**src/rtl/jtag_tap_ctrl.sv**
```systemverilog
// IEEE 1149.1 TAP controller: 16-state FSM, instruction register,
// and BYPASS / IDCODE / USER data registers with parallel USER access.
module jtag_tap_ctrl #(
  parameter int unsigned IR_WIDTH   = 4,
  parameter int unsigned DATA_WIDTH = 8,
  parameter logic [31:0] IDCODE_VAL = 32'h1A2B_C0DF
) (
  input  logic                  clk,
  input  logic                  rst_n,
  input  logic                  tms,
  input  logic                  tdi,
  output logic                  tdo,
  output logic                  tdo_en,
  input  logic [DATA_WIDTH-1:0] user_in,
  output logic [DATA_WIDTH-1:0] user_out,
  output logic                  user_update,
  output logic [3:0]            tap_state,
  output logic [IR_WIDTH-1:0]   ir_out
);

  typedef enum logic [3:0] {
    TLR    = 4'h0,
    RTI    = 4'h1,
    SEL_DR = 4'h2,
    CAP_DR = 4'h3,
    SH_DR  = 4'h4,
    EX1_DR = 4'h5,
    PAU_DR = 4'h6,
    EX2_DR = 4'h7,
    UPD_DR = 4'h8,
    SEL_IR = 4'h9,
    CAP_IR = 4'hA,
    SH_IR  = 4'hB,
    EX1_IR = 4'hC,
    PAU_IR = 4'hD,
    EX2_IR = 4'hE,
    UPD_IR = 4'hF
  } state_e;

  localparam logic [IR_WIDTH-1:0] IR_IDCODE = IR_WIDTH'(1);
  localparam logic [IR_WIDTH-1:0] IR_USER   = IR_WIDTH'(2);

  state_e                  state_q, state_d;
  logic [IR_WIDTH-1:0]     ir_sr_q, ir_sr_d;
  logic [IR_WIDTH-1:0]     ir_q, ir_d;
  logic                    byp_q, byp_d;
  logic [31:0]             id_sr_q, id_sr_d;
  logic [DATA_WIDTH-1:0]   usr_sr_q, usr_sr_d;
  logic [DATA_WIDTH-1:0]   uout_q, uout_d;
  logic                    uupd_q, uupd_d;
  logic                    tdo_q, tdo_en_q;
  logic                    sel_id, sel_usr;
  logic                    shift_st, tdo_bit;

  // Any code other than IDCODE or USER routes the DR scan through BYPASS.
  assign sel_id  = (ir_q == IR_IDCODE);
  assign sel_usr = (ir_q == IR_USER);

  // TAP state transition function.
  always_comb begin
    state_d = state_q;
    unique case (state_q)
      TLR:    state_d = tms ? TLR    : RTI;
      RTI:    state_d = tms ? SEL_DR : RTI;
      SEL_DR: state_d = tms ? SEL_IR : CAP_DR;
      CAP_DR: state_d = tms ? EX1_DR : SH_DR;
      SH_DR:  state_d = tms ? EX1_DR : SH_DR;
      EX1_DR: state_d = tms ? UPD_DR : PAU_DR;
      PAU_DR: state_d = tms ? EX2_DR : PAU_DR;
      EX2_DR: state_d = tms ? UPD_DR : SH_DR;
      UPD_DR: state_d = tms ? SEL_DR : RTI;
      SEL_IR: state_d = tms ? TLR    : CAP_IR;
      CAP_IR: state_d = tms ? EX1_IR : SH_IR;
      SH_IR:  state_d = tms ? EX1_IR : SH_IR;
      EX1_IR: state_d = tms ? UPD_IR : PAU_IR;
      PAU_IR: state_d = tms ? EX2_IR : PAU_IR;
      EX2_IR: state_d = tms ? UPD_IR : SH_IR;
      UPD_IR: state_d = tms ? SEL_DR : RTI;
      default: state_d = TLR;
    endcase
  end

  // Capture / shift / update actions of the IR and DR paths.
  always_comb begin
    ir_sr_d  = ir_sr_q;
    ir_d     = ir_q;
    byp_d    = byp_q;
    id_sr_d  = id_sr_q;
    usr_sr_d = usr_sr_q;
    uout_d   = uout_q;
    uupd_d   = 1'b0;
    unique case (state_q)
      CAP_IR: ir_sr_d = IR_WIDTH'(1);
      SH_IR:  ir_sr_d = {tdi, ir_sr_q[IR_WIDTH-1:1]};
      UPD_IR: ir_d = ir_sr_q;
      CAP_DR: begin
        if (sel_id)       id_sr_d  = IDCODE_VAL;
        else if (sel_usr) usr_sr_d = user_in;
        else              byp_d    = 1'b0;
      end
      SH_DR: begin
        if (sel_id)
          id_sr_d = {tdi, id_sr_q[31:1]};
        else if (sel_usr)
          usr_sr_d = {tdi, usr_sr_q[DATA_WIDTH-1:1]};
        else
          byp_d = tdi;
      end
      UPD_DR: begin
        if (sel_usr) begin
          uout_d = usr_sr_q;
          uupd_d = 1'b1;
        end
      end
      default: ;
    endcase
    if (state_d == TLR) ir_d = IR_IDCODE;
  end

  // Rising-edge state and register update.
  always_ff @(posedge clk or negedge rst_n) begin
    if (!rst_n) begin
      state_q  <= TLR;
      ir_sr_q  <= '0;
      ir_q     <= IR_IDCODE;
      byp_q    <= 1'b0;
      id_sr_q  <= '0;
      usr_sr_q <= '0;
      uout_q   <= '0;
      uupd_q   <= 1'b0;
    end else begin
      state_q  <= state_d;
      ir_sr_q  <= ir_sr_d;
      ir_q     <= ir_d;
      byp_q    <= byp_d;
      id_sr_q  <= id_sr_d;
      usr_sr_q <= usr_sr_d;
      uout_q   <= uout_d;
      uupd_q   <= uupd_d;
    end
  end

  assign shift_st = (state_q == SH_IR) || (state_q == SH_DR);

  assign tdo_bit = (state_q == SH_IR) ? ir_sr_q[0] :
                   sel_id             ? id_sr_q[0] :
                   sel_usr            ? usr_sr_q[0] :
                                        byp_q;

  // TDO launches on the falling edge so it is stable at the next rise.
  always_ff @(negedge clk or negedge rst_n) begin
    if (!rst_n) begin
      tdo_q    <= 1'b0;
      tdo_en_q <= 1'b0;
    end else begin
      tdo_q    <= shift_st & tdo_bit;
      tdo_en_q <= shift_st;
    end
  end

  assign tdo         = tdo_q;
  assign tdo_en      = tdo_en_q;
  assign user_out    = uout_q;
  assign user_update = uupd_q;
  assign tap_state   = state_q;
  assign ir_out      = ir_q;

endmodule

```
**config.mk**
```make
export PLATFORM = sky130hd
export DESIGN_NAME = jtag_tap_ctrl
export DESIGN_NICKNAME = d
export VERILOG_FILES = /design/src/rtl/jtag_tap_ctrl.sv
export SDC_FILE = /design/constraint.sdc
export NUM_CORES = 1
export LEC_CHECK = 0
export CORE_UTILIZATION = 25
export DETAILED_ROUTE_END_ITERATION = 8
export PLACE_DENSITY_LB_ADDON = 0.1
export SLEW_MARGIN = 20
export SYNTH_ARGS = -nofsm -noshare
export SYNTH_HDL_FRONTEND = slang
export SYNTH_SLANG_ARGS = --single-unit
```
**constraint.sdc**
```tcl
create_clock -name clk -period 3.1 [get_ports clk]
set_clock_uncertainty 0.2 [all_clocks]
set_input_delay 0.31 -clock clk [delete_from_list [all_inputs] [get_ports clk]]
set_output_delay 0.31 -clock clk [all_outputs]
set_load 0.02 [all_outputs]
```
==> results of run 1 <==
-- layout make-up --
cell class | count | area (sq um)
fill | 1082 | 6963
sequential | 64 | 1604
multi-input combinational | 141 | 968.4
timing repair buffer | 42 | 377.9
tap | 136 | 170.2
clock buffer | 12 | 145.1
clock inverter | 4 | 30.03
inverter | 5 | 18.77
-- Yosys cell counts (2+ instances only) --
cell / count / share of area [%]
a211oi_1: 2 / 0.57
a21oi_1: 8 / 1.5
a22o_1: 16 / 5.3
buf_1: 2 / 0.28
buf_2: 7 / 1.3
clkbuf_1: 5 / 0.71
dfrtn_1: 2 / 1.9
dfrtp_1: 61 / 58
inv_1: 5 / 0.71
mux2_2: 8 / 3.4
mux2i_1: 11 / 4.2
nand2_1: 21 / 3.0
nand2b_1: 2 / 0.47
nand3_1: 5 / 0.94
nand4_1: 3 / 0.71
nor2_1: 9 / 1.3
nor2b_1: 4 / 0.94
nor3_1: 5 / 0.94
o211ai_1: 4 / 1.1
o21ai_0: 18 / 3.4
o22a_1: 16 / 5.3
-- through the flow --
step           setup slack, ns  cells
2_1_floorplan         -0.02744    224
3_3_place_gp           0.06662    387
3_5_place_dp           0.07699    387
4_1_cts               0.002750    403
5_1_grt               0.002309    404
6_report               0.03495    404
-- report_power, final --
group	total (mW)	switching, mW	internal (mW)
Clock	0.654	0.340	0.314
Combinational	1.30	0.678	0.618
Sequential	1.33	0.187	1.14
Total	3.28	1.20	2.08
-- what timing repair did --
item                       in CTS  in global routing
gates resized for setup         4                  2
setup buffers                   0                  0
setup endpoints to repair       2                  2
hold buffers                    0                  0
-- worst max-delay path by stage --
stage,to,slack [ns]
after floorplan,tdo,-0.03
after global placement,tdo,0.07
after detailed placement,tdo,0.08
after CTS,tdo,0.003
after global routing,tdo_en,0.002
final,tdo_en,0.03
-- sequential cells by signal, summed over array words and instances (netlist names) --
name,flops
tdo_en,1
tap_state,4
tdo,1
user_update,1
id_sr_q,32
usr_sr_q,8
ir_out,4
user_out,8
ir_sr_q,4
byp_q,1
-- cell usage in the layout (no fill, tap or decap), types with 3 or more instances in the layout --
cell             netlist  layout
clkbuf_8               0      10
nor2_1                 9       9
o22a_1                16      16
nor3_1                 5       5
nand3_1                5       5
dfrtp_1               61      60
o211ai_1               4       4
mux2i_1               11      11
nand4_1                3       3
inv_1                  5       5
buf_4                  0      11
nand2_1               21      21
nor2b_1                4       3
a21oi_1                8       8
mux2_2                 8       8
o21ai_0               18      18
a22o_1                16      16
clkdlybuf4s50_1        0      27
-- logic make-up after synthesis --
family / after synthesis / synth area share [%]
flip-flops: 64 / 60.51
XOR/XNOR: 1 / 0.3307
multiplexers: 19 / 7.558
AO/OA/AOI/OAI: 68 / 18.56
buffers and inverters: 19 / 3.023
AND/OR/NAND/NOR: 53 / 10.01
-- layer usage --
metal | GRT usage (%) | vias to the layer above
met3 | 2.932 | 7
met5 | 0 | -
met4 | 5.433 | 0
li1 | - | 889
met1 | 16.15 | 915
met2 | 16.27 | 27
==> impl_results.md, run 1 <==
* Status: finished, final reports clean
* Final count of pins violating max slew at 0
* # IOs at 31
* Clk sink count at 64
* Die Ht at 104.9 um
* CP cell instances: clkdlybuf4s15_1
* First-pass GRT wire length at 9867 um
* CTS Buf Count at 9
* Post-Syn Instances at 224
* Slew @ Worst Pin at 0.8161 ns
* Worst endpoint required time at 2.59 ns
* Levels on crit path at 1
* Syn. warnings at 0
* Worst Path Max Fanout at 1
* Detail Route Antenna Nets at 0
* Worst Hold Class: input pin to asynchronous set/reset pin
* Unrepaired setup endpoints after global routing: no
* Share of cells above drive strength 1 at 16.04%
* Clock-pin slew on the worst setup and hold paths at 0.08 ns
* DR WL met2 at 2501 um
* Mapped Nets at 236
* Vias in the first global route at 1870
* Hold WS at 0.05671 ns
* Pwr/cell area at 989.8 mW/mm^2
* Final Instance Area at 0.003314 sq mm
* CTS Buffer Depth at 2
* CTS tree: built
* Dominant synthesized flop cell: dfrtp_1
* Largest net degree at the start of global routing at 63
* Post-synth ARST share at 100.0%
* Initial core utilization at 25.77%
* Synth unique cells at 31
* Drt total wl at 5741 um
* Critical path buffers and inverters at 1
* Placed wire-length estimate at 3658 um
* CP max-delay cell: dfrtn_1
* Max layer used: met4
* Setup crit end kind: output port
* Wire length on met1 at 2961 um
* Final Hold Viols at 0
* Die outline width at 104.9 um
* DRT iter0 DRCs at 76
* Average size of a mapped cell at 11.82 sq um
* Post-Route Utilization at 32.25%
* Total chip power at 3.281 mW
* Num rows at 37
* Metal3 WL at 199 um
* Max_cap viols at 0
* Vias at 1838
* Placed Instance Area at 0.003137 sq mm
* R2r worst-path depth at 4
* Worst relative slew slack at 45.59%
* H-tree depth at 3
* R2r endpoint: tdo
* Nets@finish at 275
* Critical path class: flop to output port
* Setup Total Neg Slack at 0 ns
* CTS root buf: clkbuf_8
* DRC violation count after routing at 0
* GRT overflow at 0
* Startpoint types: flop
* Register bit total from synthesis at 64
* FF-to-FF Start: ir_out[0]
* Sequential share of the synthesized area at 60.51%
* DRT Pass-1 Iters at 4
* Area delta synth->final at 25.13%
* Worst-Skew Late Latency at 0.33 ns
* Final RePlAce weighted congestion at 0.7122
* Cell leakage power at 1.432 nW
* DR vias/cell at 4.550
* Post-synth EDFFs at 0
* Ant diodes at 0
* Critical Path Start: tdo_en
* Final setup vio count at 0
* DIE AREA at 0.01101 sq mm
* CP delay by family, top: flip-flops
* Average wire per cell in the routed design at 14.21 um
* Core ar. at 0.01028 sq mm
* Peak supply drop at 0.0002787 V
* Port buffer count at 30
* Worst R2R Setup Slack at 0.13 ns
* Gr usage total at 11.46%
* Synthesized cell area at 0.002649 sq mm
* CP peak stage delay at 0.38 ns
* Initial antenna violation count at 0
* Worst EP arrival at 2.56 ns
Power figures use the tool's default switching activity.
==> run 2: changes to the inputs <==
Settings changed: CELL_PAD_IN_SITES_DETAIL_PLACEMENT from default to 0, CELL_PAD_IN_SITES_GLOBAL_PLACEMENT from default to 1.
==> run 2 against run 1 <==
Effect of this change: sequential share of layout area down 0.61 points; sequential power about the same; die area unchanged; via count about the same; flip-flop and latch count unchanged; register-to-register slack about the same; hold slack better by 0.23 ns; non-clock buffer count up 4; global-route usage up 0.085 points; highest routed layer unchanged.
==> impl_results.md, run 2 (same netlist as run 1, synthesis figures left out) <==
* Status: finished, final reports clean
* Initial antenna violation count at 0 (unchanged)
* Vias at 1839 (+0.054%)
* CP cell instances: clkdlybuf4s15_1
* DIE AREA at 0.01101 sq mm (unchanged)
* Hold WS at 0.2830 ns (+0.2262 ns)
* CP max-delay cell: dfrtn_1
* Placed insts at 390 (+0.78%)
* Share of cells above drive strength 1 at 17.65% (+1.6 points)
* Peak supply drop at 0.0003190 V (+14%)
* Fill cells at 1061 (-1.9%)
* Clock-pin slew on the worst setup and hold paths at 0.08 ns (about the same)
* Average wire per cell in the routed design at 14.25 um (+0.30%)
* Final count of pins violating max slew at 0 (unchanged)
* Slew @ Worst Pin at 0.6412 ns (-0.1749 ns)
* Die outline width at 104.9 um (unchanged)
* FF-to-FF Start: ir_out[0]
* Min-delay src: id_sr_q[14]
* Die Ht at 104.9 um (unchanged)
* R2r endpoint: tdo
* Final RePlAce weighted congestion at 0.7159 (+0.52%)
* Clk sink count at 64 (unchanged)
* Max_cap viols at 0 (unchanged)
* Startpoint types: flop
* Area occupied by registers at 0.001604 sq mm (unchanged)
* CTS Buf Count at 9 (unchanged)
* CTS Buffer Depth at 2 (unchanged)
* R2r worst-path depth at 4 (unchanged)
* DR vias/cell at 4.507 (-0.93%)
* CTS root buf: clkbuf_8
* Worst relative slew slack at 57.13% (+12 points)
* Worst Hold Class: flop to flop
* Placed wire-length estimate at 3790 um (+3.6%)
* # IOs at 31 (unchanged)
* Critical path buffers and inverters at 1 (unchanged)
* Largest register FFs at 32 (unchanged)
* Cell leakage power at 1.453 nW (+1.4%)
* Worst R2R Setup Slack at 0.12 ns (about the same)
* Largest net degree at the start of global routing at 43 (-32%)
* Non-filler cells, final at 408 (+0.99%)
* CP peak stage delay at 0.39 ns (about the same)
* GRT overflow at 0 (unchanged)
* Core ar. at 0.01028 sq mm (unchanged)
* Commonest cells after routing, fill and taps aside: dfrtp_1 (60), clkdlybuf4s50_1 (27), nand2_1 (21), o21ai_0 (18)
* Final Hold Viols at 0 (unchanged)
* Worst endpoint required time at 2.59 ns (about the same)
* Drt total wl at 5815 um (+1.3%)
* DRT iter0 DRCs at 79 (+3.9%)
* Hold Path Sink: id_sr_q[13]
* CTS tree: built
* Area delta synth->final at 26.74%
* Reg with most FFs: id_sr_q
* First-pass GRT wire length at 9846 um (-0.21%)
* Worst Path Max Fanout at 1 (unchanged)
* Gr usage total at 11.54% (+0.085 points)
* Worst EP arrival at 2.55 ns (about the same)
* Ant diodes at 0 (unchanged)
* Initial core utilization at 25.77% (unchanged)
* Multi-input logic area at 968.4 sq um (unchanged)
* H-tree depth at 3 (unchanged)
* Worst-Skew Late Latency at 0.34 ns (about the same)
* Vias in the first global route at 1879 (+0.48%)
* Num rows at 37 (unchanged)
* Port buffer count at 30 (unchanged)
* Nets@finish at 279 (+1.5%)
* Pwr/cell area at 986.6 mW/mm^2 (-0.33%)
* Detail Route Antenna Nets at 0 (unchanged)
* DRT Pass-1 Iters at 6 (+2)
* CP delay by family, top: flip-flops
* Critical path class: flop to output port
* Setup crit end kind: output port
* Final setup vio count at 0 (unchanged)
* Worst Hold Path Cells at 1
* DRC violation count after routing at 0 (unchanged)
* Unrepaired setup endpoints after global routing: no
* Most common cell after layout, fill and taps aside: dfrtp_1
run 2: worst max-delay path by stage:
stage | from | end | slack (ns) | depth (start not counted)
floorplan | tap_state[1] | tdo | -0.03 | 5
global placement | tdo_en | tdo_en | 0.07 | 1
detailed placement | tdo_en | tdo_en | 0.08 | 1
CTS | tdo | tdo | 0.01 | 1
global route | tdo | tdo | 0.005 | 1
finish | tdo | tdo | 0.04 | 1
run 2: cell type report:
class                      instances  area share (%)
clock buffer                       9           3.690
clock inverter                     7           1.640
inverter                           5          0.5591
multi-input combinational        141           28.85
sequential                        64           47.78
tap                              136           5.069
timing repair buffer              46           12.41
run 2: per-stage QoR:
stage	power, mW	setup TNS (ns)	utilization, %	cell area [sq um]	setup slack [ns]
after floorplan	2.199	-0.02744	-	2663	-0.02744
after global placement	2.695	0	30.74	3159	0.07210
after detailed placement	2.691	0	30.74	3159	0.07523
after CTS	3.364	0	32.59	3349	0.01456
after global routing	3.563	0	32.66	3357	0.005192
final	3.312	0	32.66	3357	0.03854
run 2: routing by layer:
metal	global-route usage, %	share of wire [%]
met3	2.745	3.7
met5	0	0
met1	16.63	52
met2	15.99	43
met4	5.734	1.8
run 2: repair_timing:
action                                  CTS  global route
setup buffers                             0             0
gates resized for setup                   5             1
endpoints found under the hold margin    20             0
hold buffers                              1             0
endpoints found under the setup margin    2             1
run 2: report_power, final:
group | leakage (nW) | internal (mW) | switching [mW] | total, mW
sequential | 0.766 | 1.14 | 0.194 | 1.34
combinational | 0.600 | 0.641 | 0.674 | 1.31
clock | 0.0866 | 0.298 | 0.362 | 0.660
==> run 3: changes to the inputs <==
Clock period 3.1 ns to 2.69 ns, I/O delays scaled along.
==> run 3 against run 2 <==
Effect of this change: the run now ends with negative setup slack left; first-iteration DRC count decreased by 16%; setup slack got worse by 0.058 ns; non-clock buffer count increased by 11; sequential share of layout area is 2.0 points lower; critical path type is now flop to flop; largest cell class unchanged.
==> impl_results.md, run 3 (same netlist as run 1, synthesis figures left out) <==
* First-pass GRT wire length at 10140 um (+2.9%)
* Post-Route Utilization at 34.11% (+1.4 points)
* Initial antenna violation count at 0 (unchanged)
* FF-to-FF Start: ir_out[0]
* Final RePlAce weighted congestion at 0.7396 (+3.3%)
* DR vias/cell at 4.461 (-1.0%)
* Final setup margin at -0.01980 ns (-0.05834 ns)
* Final setup vio count at 1 (+1)
* Reg with most FFs: id_sr_q
* GRT overflow at 0 (unchanged)
* Vias in the first global route at 1900 (+1.1%)
* Placed insts at 396 (+1.5%)
* Worst-Skew Late Latency at 0.34 ns (about the same)
* Num rows at 37 (unchanged)
* Peak supply drop at 0.0003415 V (+7.0%)
* CTS Buffer Depth at 2 (unchanged)
* Worst EP arrival at 1.31 ns (-1.24 ns)
* Non-filler cells, final at 419 (+2.7%)
* Internal at 2.710 mW (+30%)
* Clock-pin slew on the worst setup and hold paths at 0.08 ns (about the same)
* Most common cell after layout, fill and taps aside: dfrtp_1
* H-tree depth at 3 (unchanged)
* CTS root buf: clkbuf_8
* Share of cells above drive strength 1 at 21.55% (+3.9 points)
* Area delta synth->final at 32.36%
* Commonest cells after routing, fill and taps aside: dfrtp_1 (60), clkdlybuf4s50_1 (27), buf_4 (26), nand2_1 (21), o21ai_0 (18)
* Final Hold Viols at 0 (unchanged)
* Clk sink count at 64 (unchanged)
* Largest net degree at the start of global routing at 40 (-7.0%)
* Met1 Track Usage GR at 17.44% (+0.81 points)
* Port buffer count at 30 (unchanged)
* CTS tree: built
* Max_cap viols at 0 (unchanged)
* Placed wire-length estimate at 3840 um (+1.3%)
* Gr usage total at 12.16% (+0.62 points)
* Worst endpoint required time at 1.29 ns (-1.30 ns)
* Nets@finish at 290 (+3.9%)
* Worst Hold Class: flop to flop
* Critical path class: flop to flop
* GR peak layer: met1
* Worst Path Max Fanout at 3 (+2)
* Drt total wl at 6021 um (+3.5%)
* Final count of pins violating max slew at 0 (unchanged)
* Worst relative slew slack at 55.58% (-1.6 points)
* DIE AREA at 0.01101 sq mm (unchanged)
* Critical Path Start: ir_out[0]
* Unrepaired setup endpoints after global routing: yes
* Clock network power share at 22.7% (+2.8 points)
* Vias at 1869 (+1.6%)
* M3 GR Usage at 2.870% (+0.12 points)
* Met2 GRT Util at 16.51% (+0.52 points)
* Die outline width at 104.9 um (unchanged)
* Logic gate share of total power at 40.0% (+0.3 points)
* Detail Route Antenna Nets at 0 (unchanged)
* Startpoint types: flop
* Ant diodes at 0 (unchanged)
* Initial core utilization at 25.77% (unchanged)
* DRT Pass-1 Iters at 4 (-2)
* Min-delay src: id_sr_q[14]
* Core ar. at 0.01028 sq mm (unchanged)
* Failing checks: negative setup slack
* Switching share of total power at 34.54% (-2.6 points)
* Average wire per cell in the routed design at 14.37 um (+0.82%)
* Slew @ Worst Pin at 0.6644 ns (+0.02322 ns)
* Seq pwr share at 37.2% (-3.2 points)
* P_sw at 1.430 mW (+16%)
* Largest register FFs at 32 (unchanged)
* Die Ht at 104.9 um (unchanged)
* Setup crit end kind: flop
* CTS Buf Count at 9 (unchanged)
* Pwr/cell area at 1181 mW/mm^2 (+20%)
* DRT iter0 DRCs at 66 (-16%)
* Status: finished with violations
* DRC violation count after routing at 0 (unchanged)
* # IOs at 31 (unchanged)
* Cell leakage power at 1.537 nW (+5.8%)
run 3: cell types whose count changed in the layout (fill, tap and decap cells not counted), sizes merged:
| cell | delta |
|---|---|
| buf | +14 |
| bufinv | +2 |
| clkdlybuf4s15 | -2 |
| clkinv | -2 |
| clkinvlp | +1 |
| inv | -2 |
run 3: critical path, cell delays in order (launching register included):
cell      delay (ns)
dfstp_2         0.57
nor2b_4         0.05
a22o_1          0.20
nand3_1         0.06
o211ai_1        0.10
run 3: stage by stage:
stage                     area, sq um  setup slack, ns  hold WS (ns)  power [mW]  TNS [ns]
after global placement           3204         -0.09110        0.2722       3.154   -0.2209
after CTS                        3487         -0.03304        0.2932       4.198  -0.04701
final                            3506         -0.01980        0.2859       4.140  -0.01980
after global routing             3506          -0.1026        0.3070       4.443   -0.1257
after detailed placement         3204         -0.09365        0.2552       3.155   -0.2365
after floorplan                  2663          -0.2324       -0.2266       2.534   -0.3503
run 3: power groups by stage:
| stage | Clock (mW) | Combinational [mW] | Sequential [mW] |
|---|---|---|---|
| 3_5_place_dp | 0 | 1.61 | 1.55 |
| 6_report | 0.942 | 1.66 | 1.54 |
| 2_1_floorplan | 0 | 0.897 | 1.64 |
| 5_1_grt | 1.03 | 1.83 | 1.59 |
| 3_3_place_gp | 0 | 1.60 | 1.55 |
| 4_1_cts | 0.986 | 1.67 | 1.54 |
run 3: path summary, 6_finish.rpt:
check	end	slack [ns]	cells after the start
worst max-delay path	tdo	-0.02	4
worst min-delay path	id_sr_q[13]	0.29	1
worst max register to register	tdo	-0.02	4
worst min register to register	id_sr_q[13]	0.29	1
max in group asynchronous	tdo	0.75	2
min in group asynchronous	id_sr_q[21]	0.40	3
run 3: timing repair:
item                                    4_1_cts  5_1_grt
resized for setup                            15        1
pin swaps                                     5        2
setup buffers                                 4        2
hold buffers                                  1        0
endpoints found under the setup margin        3        3
hold endpoints to repair                     61        0
run 3: cell type report:
class	count	area [sq um]
clock buffer	10	137.6
clock inverter	6	91.34
fill	1050	6771
inverter	5	18.77
multi-input combinational	141	980.9
sequential	64	1604
tap	136	170.2
timing repair buffer	57	503.0
run 3: layer usage:
| metal | share of wire [%] | vias to the layer above |
|---|---|---|
| met4 | 2.1 | 0 |
| li1 | - | 923 |
| met5 | 0 | - |
| met3 | 3.8 | 11 |
| met2 | 43 | 33 |
| met1 | 51 | 902 |
